<file path="src/rtl/target_arbiter_if.sv">
// Bus bundle between two requesters, the arbiter and a single memory-mapped target.
// The arbiter uses the slave modport; the environment driving requesters and target uses master.
interface target_arbiter_if;
    logic        req0_valid;
    logic [15:0] req0_addr;
    logic [7:0]  req0_wdata;
    logic        req0_rw;
    logic        req0_ready;
    logic        req0_done;
    logic [7:0]  req0_rdata;
    logic        req0_err;

    logic        req1_valid;
    logic [15:0] req1_addr;
    logic [7:0]  req1_wdata;
    logic        req1_rw;
    logic        req1_ready;
    logic        req1_done;
    logic [7:0]  req1_rdata;
    logic        req1_err;

    logic [15:0] tgt_addr;
    logic        tgt_addr_valid;
    logic [7:0]  tgt_wdata;
    logic        tgt_wdata_valid;
    logic        tgt_rw;
    logic [7:0]  tgt_rdata;
    logic        tgt_rdata_valid;
    logic        tgt_ack;
    logic        tgt_ready;

    // Handshake: a requester holds valid and its fields stable until it sees a one-cycle
    // ready pulse; completion is a one-cycle done pulse carrying rdata/err.
    modport slave (
        input  req0_valid, req0_addr, req0_wdata, req0_rw,
        output req0_ready, req0_done, req0_rdata, req0_err,
        input  req1_valid, req1_addr, req1_wdata, req1_rw,
        output req1_ready, req1_done, req1_rdata, req1_err,
        output tgt_addr, tgt_addr_valid, tgt_wdata, tgt_wdata_valid, tgt_rw,
        input  tgt_rdata, tgt_rdata_valid, tgt_ack, tgt_ready
    );

    modport master (
        output req0_valid, req0_addr, req0_wdata, req0_rw,
        input  req0_ready, req0_done, req0_rdata, req0_err,
        output req1_valid, req1_addr, req1_wdata, req1_rw,
        input  req1_ready, req1_done, req1_rdata, req1_err,
        input  tgt_addr, tgt_addr_valid, tgt_wdata, tgt_wdata_valid, tgt_rw,
        output tgt_rdata, tgt_rdata_valid, tgt_ack, tgt_ready
    );
endinterface

</file>
<file path="src/rtl/target_arbiter.sv">
// Round-robin arbiter sharing one target between two requesters, one transaction at a time,
// with an ack timeout that completes the transaction with an error flag.
module target_arbiter #(
    parameter int unsigned TIMEOUT_CYCLES = 16
) (
    input  logic             clk,
    input  logic             rst_n,
    target_arbiter_if.slave  bus,
    output logic [1:0]       dbg_state
);

    typedef enum logic [1:0] {
        IDLE  = 2'd0,
        ISSUE = 2'd1,
        WAIT  = 2'd2,
        RESP  = 2'd3
    } state_t;

    localparam logic [7:0] LAST_COUNT = 8'(TIMEOUT_CYCLES - 1);

    state_t      state;
    logic [7:0]  count;
    logic [15:0] lat_addr;
    logic [7:0]  lat_wdata;
    logic        lat_rw;
    logic        owner;
    logic        last_grant;

    logic        addr_strobe;
    logic        wdata_strobe;
    logic        ready0;
    logic        ready1;
    logic        done0;
    logic        done1;
    logic [7:0]  rdata0;
    logic [7:0]  rdata1;
    logic        err0;
    logic        err1;

    logic        grant;
    logic        winner;
    logic [15:0] sel_addr;
    logic [7:0]  sel_wdata;
    logic        sel_rw;
    logic        resp_fire;
    logic [7:0]  resp_rdata;
    logic        resp_err;

    // A tie goes to whichever requester was not served last.
    always_comb begin
        winner = 1'b0;
        if (bus.req0_valid && bus.req1_valid) begin
            winner = ~last_grant;
        end else if (bus.req1_valid) begin
            winner = 1'b1;
        end
        sel_addr  = winner ? bus.req1_addr  : bus.req0_addr;
        sel_wdata = winner ? bus.req1_wdata : bus.req0_wdata;
        sel_rw    = winner ? bus.req1_rw    : bus.req0_rw;
        grant     = bus.tgt_ready && (bus.req0_valid || bus.req1_valid);
    end

    // Ack beats a coincident timeout; read data is only taken on reads flagged valid.
    always_comb begin
        resp_fire  = bus.tgt_ack || (count == LAST_COUNT);
        resp_err   = ~bus.tgt_ack;
        resp_rdata = 8'h00;
        if (bus.tgt_ack && !lat_rw && bus.tgt_rdata_valid) begin
            resp_rdata = bus.tgt_rdata;
        end
    end

    always_ff @(posedge clk) begin
        if (!rst_n) begin
            state        <= IDLE;
            count        <= 8'h00;
            lat_addr     <= 16'h0000;
            lat_wdata    <= 8'h00;
            lat_rw       <= 1'b0;
            owner        <= 1'b0;
            last_grant   <= 1'b1;
            addr_strobe  <= 1'b0;
            wdata_strobe <= 1'b0;
            ready0       <= 1'b0;
            ready1       <= 1'b0;
            done0        <= 1'b0;
            done1        <= 1'b0;
            rdata0       <= 8'h00;
            rdata1       <= 8'h00;
            err0         <= 1'b0;
            err1         <= 1'b0;
        end else begin
            case (state)
                IDLE: begin
                    if (grant) begin
                        state        <= ISSUE;
                        owner        <= winner;
                        lat_addr     <= sel_addr;
                        lat_wdata    <= sel_wdata;
                        lat_rw       <= sel_rw;
                        ready0       <= ~winner;
                        ready1       <= winner;
                        addr_strobe  <= 1'b1;
                        wdata_strobe <= sel_rw;
                    end
                end

                ISSUE: begin
                    state        <= WAIT;
                    count        <= 8'h00;
                    ready0       <= 1'b0;
                    ready1       <= 1'b0;
                    addr_strobe  <= 1'b0;
                    wdata_strobe <= 1'b0;
                end

                WAIT: begin
                    if (resp_fire) begin
                        state  <= RESP;
                        done0  <= ~owner;
                        done1  <= owner;
                        rdata0 <= owner ? 8'h00 : resp_rdata;
                        rdata1 <= owner ? resp_rdata : 8'h00;
                        err0   <= ~owner & resp_err;
                        err1   <= owner & resp_err;
                    end else if (count != 8'hFF) begin
                        count <= count + 8'h01;
                    end
                end

                RESP: begin
                    state      <= IDLE;
                    last_grant <= owner;
                    done0      <= 1'b0;
                    done1      <= 1'b0;
                    rdata0     <= 8'h00;
                    rdata1     <= 8'h00;
                    err0       <= 1'b0;
                    err1       <= 1'b0;
                end

                default: begin
                    state <= IDLE;
                end
            endcase
        end
    end

    assign bus.req0_ready      = ready0;
    assign bus.req0_done       = done0;
    assign bus.req0_rdata      = rdata0;
    assign bus.req0_err        = err0;
    assign bus.req1_ready      = ready1;
    assign bus.req1_done       = done1;
    assign bus.req1_rdata      = rdata1;
    assign bus.req1_err        = err1;

    // The latch registers double as the target-side address/data/direction outputs.
    assign bus.tgt_addr        = lat_addr;
    assign bus.tgt_wdata       = lat_wdata;
    assign bus.tgt_rw          = lat_rw;
    assign bus.tgt_addr_valid  = addr_strobe;
    assign bus.tgt_wdata_valid = wdata_strobe;

    assign dbg_state           = state;

endmodule

</file>
<file path="src/flat_wrapper.sv">
// flat-port wrapper written by rule: the top's interface ports become plain ports
module target_arbiter_flat 
#(
    parameter int unsigned TIMEOUT_CYCLES = 16
)
  (clk, rst_n, dbg_state, bus_req0_valid, bus_req0_addr, bus_req0_wdata, bus_req0_rw, bus_req0_ready, bus_req0_done, bus_req0_rdata, bus_req0_err, bus_req1_valid, bus_req1_addr, bus_req1_wdata, bus_req1_rw, bus_req1_ready, bus_req1_done, bus_req1_rdata, bus_req1_err, bus_tgt_addr, bus_tgt_addr_valid, bus_tgt_wdata, bus_tgt_wdata_valid, bus_tgt_rw, bus_tgt_rdata, bus_tgt_rdata_valid, bus_tgt_ack, bus_tgt_ready);
  target_arbiter_if bus_i ();
  input  logic clk;
  input  logic rst_n;
  output logic [1:0] dbg_state;
  input wire logic [$bits(bus_i.req0_valid)-1:0] bus_req0_valid;
  input wire logic [$bits(bus_i.req0_addr)-1:0] bus_req0_addr;
  input wire logic [$bits(bus_i.req0_wdata)-1:0] bus_req0_wdata;
  input wire logic [$bits(bus_i.req0_rw)-1:0] bus_req0_rw;
  output wire logic [$bits(bus_i.req0_ready)-1:0] bus_req0_ready;
  output wire logic [$bits(bus_i.req0_done)-1:0] bus_req0_done;
  output wire logic [$bits(bus_i.req0_rdata)-1:0] bus_req0_rdata;
  output wire logic [$bits(bus_i.req0_err)-1:0] bus_req0_err;
  input wire logic [$bits(bus_i.req1_valid)-1:0] bus_req1_valid;
  input wire logic [$bits(bus_i.req1_addr)-1:0] bus_req1_addr;
  input wire logic [$bits(bus_i.req1_wdata)-1:0] bus_req1_wdata;
  input wire logic [$bits(bus_i.req1_rw)-1:0] bus_req1_rw;
  output wire logic [$bits(bus_i.req1_ready)-1:0] bus_req1_ready;
  output wire logic [$bits(bus_i.req1_done)-1:0] bus_req1_done;
  output wire logic [$bits(bus_i.req1_rdata)-1:0] bus_req1_rdata;
  output wire logic [$bits(bus_i.req1_err)-1:0] bus_req1_err;
  output wire logic [$bits(bus_i.tgt_addr)-1:0] bus_tgt_addr;
  output wire logic [$bits(bus_i.tgt_addr_valid)-1:0] bus_tgt_addr_valid;
  output wire logic [$bits(bus_i.tgt_wdata)-1:0] bus_tgt_wdata;
  output wire logic [$bits(bus_i.tgt_wdata_valid)-1:0] bus_tgt_wdata_valid;
  output wire logic [$bits(bus_i.tgt_rw)-1:0] bus_tgt_rw;
  input wire logic [$bits(bus_i.tgt_rdata)-1:0] bus_tgt_rdata;
  input wire logic [$bits(bus_i.tgt_rdata_valid)-1:0] bus_tgt_rdata_valid;
  input wire logic [$bits(bus_i.tgt_ack)-1:0] bus_tgt_ack;
  input wire logic [$bits(bus_i.tgt_ready)-1:0] bus_tgt_ready;
  assign bus_i.req0_valid = bus_req0_valid;
  assign bus_i.req0_addr = bus_req0_addr;
  assign bus_i.req0_wdata = bus_req0_wdata;
  assign bus_i.req0_rw = bus_req0_rw;
  assign bus_req0_ready = bus_i.req0_ready;
  assign bus_req0_done = bus_i.req0_done;
  assign bus_req0_rdata = bus_i.req0_rdata;
  assign bus_req0_err = bus_i.req0_err;
  assign bus_i.req1_valid = bus_req1_valid;
  assign bus_i.req1_addr = bus_req1_addr;
  assign bus_i.req1_wdata = bus_req1_wdata;
  assign bus_i.req1_rw = bus_req1_rw;
  assign bus_req1_ready = bus_i.req1_ready;
  assign bus_req1_done = bus_i.req1_done;
  assign bus_req1_rdata = bus_i.req1_rdata;
  assign bus_req1_err = bus_i.req1_err;
  assign bus_tgt_addr = bus_i.tgt_addr;
  assign bus_tgt_addr_valid = bus_i.tgt_addr_valid;
  assign bus_tgt_wdata = bus_i.tgt_wdata;
  assign bus_tgt_wdata_valid = bus_i.tgt_wdata_valid;
  assign bus_tgt_rw = bus_i.tgt_rw;
  assign bus_i.tgt_rdata = bus_tgt_rdata;
  assign bus_i.tgt_rdata_valid = bus_tgt_rdata_valid;
  assign bus_i.tgt_ack = bus_tgt_ack;
  assign bus_i.tgt_ready = bus_tgt_ready;
  target_arbiter #(.TIMEOUT_CYCLES(TIMEOUT_CYCLES)) u_core (.clk(clk), .rst_n(rst_n), .bus(bus_i), .dbg_state(dbg_state));
endmodule
</file>
<file path="config.mk">
export PLATFORM = sky130hd
export DESIGN_NAME = target_arbiter_flat
export DESIGN_NICKNAME = d
export VERILOG_FILES = /design/src/rtl/target_arbiter_if.sv /design/src/rtl/target_arbiter.sv /design/src/flat_wrapper.sv
export SDC_FILE = /design/constraint.sdc
export NUM_CORES = 1
export LEC_CHECK = 0
export BUFFER_PORTS_ARGS = -buffer_cell sky130_fd_sc_hd__buf_2
export CAP_MARGIN = 20
export CORE_MARGIN = 2
export CORE_UTILIZATION = 36
export CTS_CLUSTER_DIAMETER = 50
export DETAILED_ROUTE_END_ITERATION = 6
export PLACE_DENSITY = 0.66
export SYNTH_ARGS = -nofsm -noshare
export SYNTH_HDL_FRONTEND = slang
export SYNTH_SLANG_ARGS = --single-unit
export TNS_END_PERCENT = 10
</file>
<file path="constraint.sdc">
create_clock -name clk -period 1.75 [get_ports clk]
set_input_delay 0 -clock clk [delete_from_list [all_inputs] [get_ports clk]]
set_output_delay 0 -clock clk [all_outputs]
set_load 0.02 [all_outputs]
</file>
==> flow_metrics.tcl, run 1 <==
set metrics [dict create \
    synth_fp_nets 350 \
    seqCellArea_um2 1230 \
    core.rowCount 31 \
    dp_hpwl_mm 5.05 \
    start_util_pct 37.5 \
    clk_pin_slew_ns 0.07 \
    n_fill_cell 674 \
    numPortBuffers 115 \
    end_kind "flip-flop" \
    drtIter0Drc 79 \
    grt_antenna_before_repair 0 \
    dpl.cell_count 487 \
    crit_required_ns 1.98 \
    syn_area_um2 2730 \
    grt_pass1_wl_mm 12.2 \
    final_hold_viol_count 0 \
    htreeDepth 3 \
    status "completed" \
    hp-class "input pin to flip-flop" \
    cp_slowest_stage_delay_ns 0.33 \
    ys_warn_count 0 \
    ys.flop_type "dfxtp_1" \
    tritoncts "built" \
    synth_edf_count 0 \
    grt_pass1_vias 2621 \
    grt_setup_unrepaired "no" \
    startpoint_type "flip-flop" \
    clock_sinks 61 \
    ys_ff_latch 61 \
    track_usage_pct 18.4 \
    instances_no_fill 533 \
    synth_cells 280 \
    tightest_slew_ns 0.483 \
    yosysUniqueCellTypes 51 \
    ys_seq_area_share_pct 44.7 \
    finalCritPeriodShare_pct 95.9 \
    worstSkewPairLatency_ns 0.34 \
    drive_gt1_share_pct 37.1 \
    grt_max_degree 51 \
    cp_data_arrival_time_ns 1.91 \
    drv_slew 0 \
    die_w_um 91.1 \
    power_mw 4.96 \
    leakage_nw 1.78 \
    synth_async_sr_flop_share_pct 0 \
    drc 0 \
    worstPathMaxFanout 8 \
    fmax_ghz 0.596 \
    crit_path_top_delay_cell "dfxtp_1" \
    post_drt_wl_per_cell_um 13.9 \
    ant_nets 0 \
    finish.net_count 499 \
    num_antenna_cells 0 \
    fin_crit_ns 1.68 \
    pwr_density_cell_nw_per_um2 1240 \
    clock-root-buffer "clkbuf_8" \
    areaGrowthSynthToFinish_pct 46.1 \
    grt-ovfl-total 0 \
    routed_via_density 4.91 \
    die-area_um2 8310 \
    drtPass1Iterations 4 \
    clk_path_buf_depth 2 \
    die_y_um 91.1 \
    routed_wl_mm 7.41 \
    criticalPathCategory "flip-flop to flip-flop" \
    coreArea_um2 7290 \
    path_cells "ha_1, and3_2, o21a_4, o311a_1, o31a_1" \
    setup_viol 0 \
    multi_input_area_um2 1410 \
    peakVddDrop_v 0.000539 \
    drv_cap 0 \
    place_congestion 0.760 \
    relSlewSlack_pct 67.6 \
    io_pins 116 \
    syn_area_per_cell_um2 9.76 \
    holdWs_ns 0.00447 \
    finClkSkew_ns 0.00750 \
    dr_total_vias 2617 \
    cts_made_buffers 9 \
]
==> worst max-delay path: cells and delay by family (launching register included) <==
kind            cells  cell delay (ns)
compound gates      3             0.76
fa+ha+maj           1             0.22
flops               1             0.33
simple gates        1             0.27
==> synthesized netlist by cell type, types with 3 or more instances <==
library cell	number	area share (%)
a211oi_1	26	7.1
a21oi_1	7	1.3
a32o_1	10	3.7
and3_1	3	0.69
buf_4	3	0.82
clkbuf_1	13	1.8
dfxtp_1	61	45
ha_1	5	2.3
inv_1	7	0.96
mux2i_1	28	10
nand2_1	19	2.6
nand2b_1	5	1.1
nor2_1	30	4.1
nor2b_1	3	0.69
nor4_1	3	0.69
o2bb2ai_1	8	2.6
==> path summary, 6_finish.rpt <==
| path | startpoint | to | slack [ns] | cells past startpoint |
|---|---|---|---|---|
| min | bus_req1_wdata[0] | u_core.bus.tgt_wdata[0] | 0.004 | 3 |
| max reg2reg | u_core.count[1] | u_core.count[5] | 0.07 | 5 |
| min reg2reg | u_core.bus.req1_rdata[2] | u_core.bus.req1_rdata[2] | 0.46 | 1 |
| max | u_core.count[1] | u_core.count[5] | 0.07 | 5 |
==> final cells by class <==
cell class / count / share of cell area, %
clock buffer: 9 / 3.10
clock inverter: 7 / 1.85
inverter: 8 / 0.752
multi-input combinational: 190 / 35.2
sequential: 61 / 30.7
tap: 99 / 3.10
timing repair buffer: 159 / 25.3
==> registers in the layout, summed over array words and instances (netlist names) <==
name / flops
u_core.bus.req0_rdata: 8
u_core.bus.tgt_addr: 16
u_core.bus.tgt_wdata: 8
u_core.bus.tgt_rw: 1
u_core.owner: 1
u_core.dbg_state: 2
u_core.last_grant: 1
u_core.bus.req1_done: 1
u_core.bus.req0_ready: 1
u_core.bus.req1_rdata: 8
u_core.bus.tgt_wdata_valid: 1
u_core.bus.req1_err: 1
u_core.bus.req0_done: 1
u_core.bus.req1_ready: 1
u_core.bus.req0_err: 1
u_core.count: 8
u_core.bus.tgt_addr_valid: 1
==> per-stage QoR <==
| step | setup TNS, ns | instance area, um^2 | setup WS (ns) | utilization [%] |
|---|---|---|---|---|
| 2_1_floorplan | 0 | 2750 | 0.00389 | - |
| 3_3_place_gp | -0.000572 | 3480 | -0.000572 | 47.8 |
| 3_5_place_dp | -0.417 | 3480 | -0.0683 | 47.8 |
| 4_1_cts | 0 | 3990 | 0.0130 | 54.7 |
| 5_1_grt | 0 | 3990 | 0.000353 | 54.8 |
| 6_report | 0 | 3990 | 0.0716 | 54.8 |
==> cells in the final DEF (no fill, tap or decap), drive strengths merged, types with 3 or more instances in the layout <==
| master | instances |
|---|---|
| nor3 | 3 |
| mux2i | 28 |
| nand2b | 5 |
| inv | 8 |
| a21oi | 8 |
| o21a | 3 |
| o2bb2ai | 8 |
| ha | 5 |
| dlygate4sd3 | 30 |
| clkbuf | 9 |
| nor2 | 30 |
| nor4 | 5 |
| and3 | 3 |
| nand2 | 19 |
| a32o | 10 |
| clkinv | 5 |
| buf | 129 |
| nor2b | 3 |
| a211oi | 26 |
| dfxtp | 61 |
==> repair_timing <==
item / 4_1_cts / 5_1_grt
setup buffers: 0 / 0
resized for setup: 1 / 3
setup endpoints to repair: 8 / 26
hold endpoints to repair: 32 / 0
pin swaps: 0 / 0
hold buffers: 30 / 0
==> per-layer routing <==
| metal | part of all wire [%] | track usage [%] | wire, um | vias up |
|---|---|---|---|---|
| li1 | - | - | - | 1338 |
| met1 | 43 | 22.0 | 3220 | 1174 |
| met2 | 48 | 30.6 | 3570 | 97 |
| met3 | 7.2 | 5.31 | 532 | 8 |
| met4 | 1.2 | 7.95 | 87 | 0 |
| met5 | 0 | 0 | 0 | - |
==> power by group <==
group          internal (mW)  switching, mW
clock                  0.661          0.585
sequential              1.63          0.149
combinational          0.822           1.11
total                   3.11           1.85
==> cell families (layout without fill, tap and decap cells) <==
family	after synthesis	after routing	synth area share [%]
buffers and inverters	29	183	5.03
and+or+nand+nor	80	80	15.0
adders and majority gates	5	5	2.29
AOI/OAI and AO/OA	75	75	21.9
muxes	30	30	11.1
DFF	61	61	44.7
No activity file was read; power rests on OpenSTA's default activity.
==> inputs of run 2 (changes only) <==
--- a/config.mk
+++ b/config.mk
@@ -12,6 +12,7 @@
 export CTS_CLUSTER_DIAMETER = 50
 export DETAILED_ROUTE_END_ITERATION = 6
 export PLACE_DENSITY = 0.66
+export RECOVER_POWER = 25
 export SYNTH_ARGS = -nofsm -noshare
 export SYNTH_HDL_FRONTEND = slang
 export SYNTH_SLANG_ARGS = --single-unit
==> flow_metrics.tcl, run 2 (same netlist as run 1, synthesis figures left out) <==
set metrics [dict create \
    status "completed" \
    grt-ovfl-total 0 \
    tns_ns 0 \
    track_usage_pct 18.4 \
    finalCritPeriodShare_pct 96.0 \
    final_area_um2 3960 \
    post_drt_wl_per_cell_um 13.9 \
    cp_data_arrival_time_ns 1.90 \
    cts_setup_buffers 0 \
    use_met3_pct 5.31 \
    crit_required_ns 1.98 \
    final_common_cell "buf_2" \
    use_met2_pct 30.6 \
    timing.final.ws_setup_ns 0.0706 \
    final_hold_viol_count 0 \
    r2r_cells 5 \
    fin_crit_ns 1.68 \
    mostFrequentLayoutCells "buf_2 (90), dfxtp_1 (59), nor2_1 (30), dlygate4sd3_1 (30), mux2i_1 (28)" \
    drv_slew 0 \
    startpoint_type "flip-flop" \
    crit_path_top_delay_cell "dfxtp_1" \
    fin_util_pct 54.3 \
    cts_made_buffers 9 \
    grt_antenna_before_repair 0 \
    die_y_um 91.1 \
    place_congestion 0.760 \
    dr_total_vias 2620 \
    tightest_slew_ns 0.483 \
    io_pins 116 \
    finish.net_count 499 \
    die_w_um 91.1 \
    ant_nets 0 \
    grt_pass1_wl_mm 12.2 \
    crit_buf_inv 0 \
    criticalPathCategory "flip-flop to flip-flop" \
    routed_via_density 4.92 \
    top_usage_layer "met2" \
    clock-root-buffer "clkbuf_8" \
    grt_max_degree 51 \
    cp_slowest_stage_delay_ns 0.33 \
    clock_sinks 61 \
    die-area_um2 8310 \
    clk_pin_slew_ns 0.07 \
    drive_gt1_share_pct 31.3 \
    path_delay_family "compound AO/OA/AOI/OAI gates" \
    htreeDepth 3 \
    num_antenna_cells 0 \
    finClkSkew_ns 0.00885 \
    leakage_nw 1.68 \
    placed_area_um2 3480 \
    fmax_ghz 0.595 \
    dp_hpwl_mm 5.05 \
    numPortBuffers 115 \
    drv_cap 0 \
    worstPathMaxFanout 8 \
    start_util_pct 37.5 \
    peakVddDrop_v 0.000532 \
    routed_wl_mm 7.40 \
    clk_path_buf_depth 2 \
    coreArea_um2 7290 \
    drc 0 \
    hold_start "bus_req1_wdata[0]" \
    rr_startpoint "u_core.count[1]" \
    met1_usage_pct 22.0 \
    grt_setup_unrepaired "no" \
    r2r-end "u_core.count[5]" \
    tritoncts "built" \
    hp-class "input pin to flip-flop" \
    dp_slack_ns -0.0683 \
    drtIter0Drc 69 \
    setup_viol 0 \
    hold_depth 3 \
    core.rowCount 31 \
    relSlewSlack_pct 67.6 \
    worstSkewPairLatency_ns 0.34 \
    areaGrowthSynthToFinish_pct 44.9 \
    largest_reg_flops 16 \
    drtPass1Iterations 4 \
    whs_endpoint "u_core.bus.tgt_wdata[0]" \
    pwr_density_cell_nw_per_um2 1240 \
    grt_pass1_vias 2621 \
    r2r_slack_ns 0.07 \
    path_cells "ha_1, and3_2, o21a_4, o311a_1, o31a_1" \
    end_kind "flip-flop" \
]
## run 2: worst max-delay path by stage
stage / startpoint / to / slack (ns) / depth (start not counted)
5_1_grt: u_core.dbg_state[0] / u_core.bus.req0_rdata[5] / 0.0004 / 7
4_1_cts: u_core.dbg_state[0] / u_core.bus.req1_rdata[0] / 0.01 / 7
2_1_floorplan: u_core.dbg_state[1] / u_core.count[5] / 0.004 / 6
3_3_place_gp: u_core.dbg_state[0] / u_core.bus.req1_rdata[6] / -0.0006 / 5
3_5_place_dp: u_core.dbg_state[0] / u_core.bus.req1_rdata[0] / -0.07 / 5
6_report: u_core.count[1] / u_core.count[5] / 0.07 / 5
## run 2: layout make-up
class / count / area (um^2)
Clock buffer: 9 / 124
Clock inverter: 7 / 73.8
Fill cell: 683 / 3330
Inverter: 8 / 30.0
Multi-Input combinational cell: 190 / 1410
Sequential cell: 61 / 1230
Tap cell: 99 / 124
Timing Repair Buffer: 159 / 978
## run 2: metal layers
layer  routed length (um)  part of all wire (%)  vias up
li1                     -                     -     1340
met1                 3270                    44     1174
met2                 3550                    48      100
met3                  521                   7.0        6
met4                   62                  0.84        0
met5                    0                     0        -
## run 2: power breakdown
part / switching, mW / internal (mW)
combinational: 1.11 / 0.795
clock: 0.584 / 0.662
sequential: 0.151 / 1.63
total: 1.85 / 3.08
## run 2: timing repair
action | 4_1_cts | 5_1_grt
setup endpoints to repair | 8 | 26
gates resized for setup | 1 | 3
endpoints found under the hold margin | 32 | 0
cloned | 0 | 0
hold buffers | 30 | 0
## run 2: through the flow
step	total power [mW]	instances	hold WS [ns]
floorplan	3.07	280	0.134
global placement	3.65	487	0.253
detailed placement	3.68	487	0.255
CTS	4.99	533	0.000285
global route	5.29	533	0.00546
finish	4.93	533	0.0103
## run 2: worst min-delay path: cells and delay by family
family                 cells  cell delay [ns]
AOI/OAI and AO/OA          1             0.09
muxes                      1             0.12
buffers and inverters      1             0.09
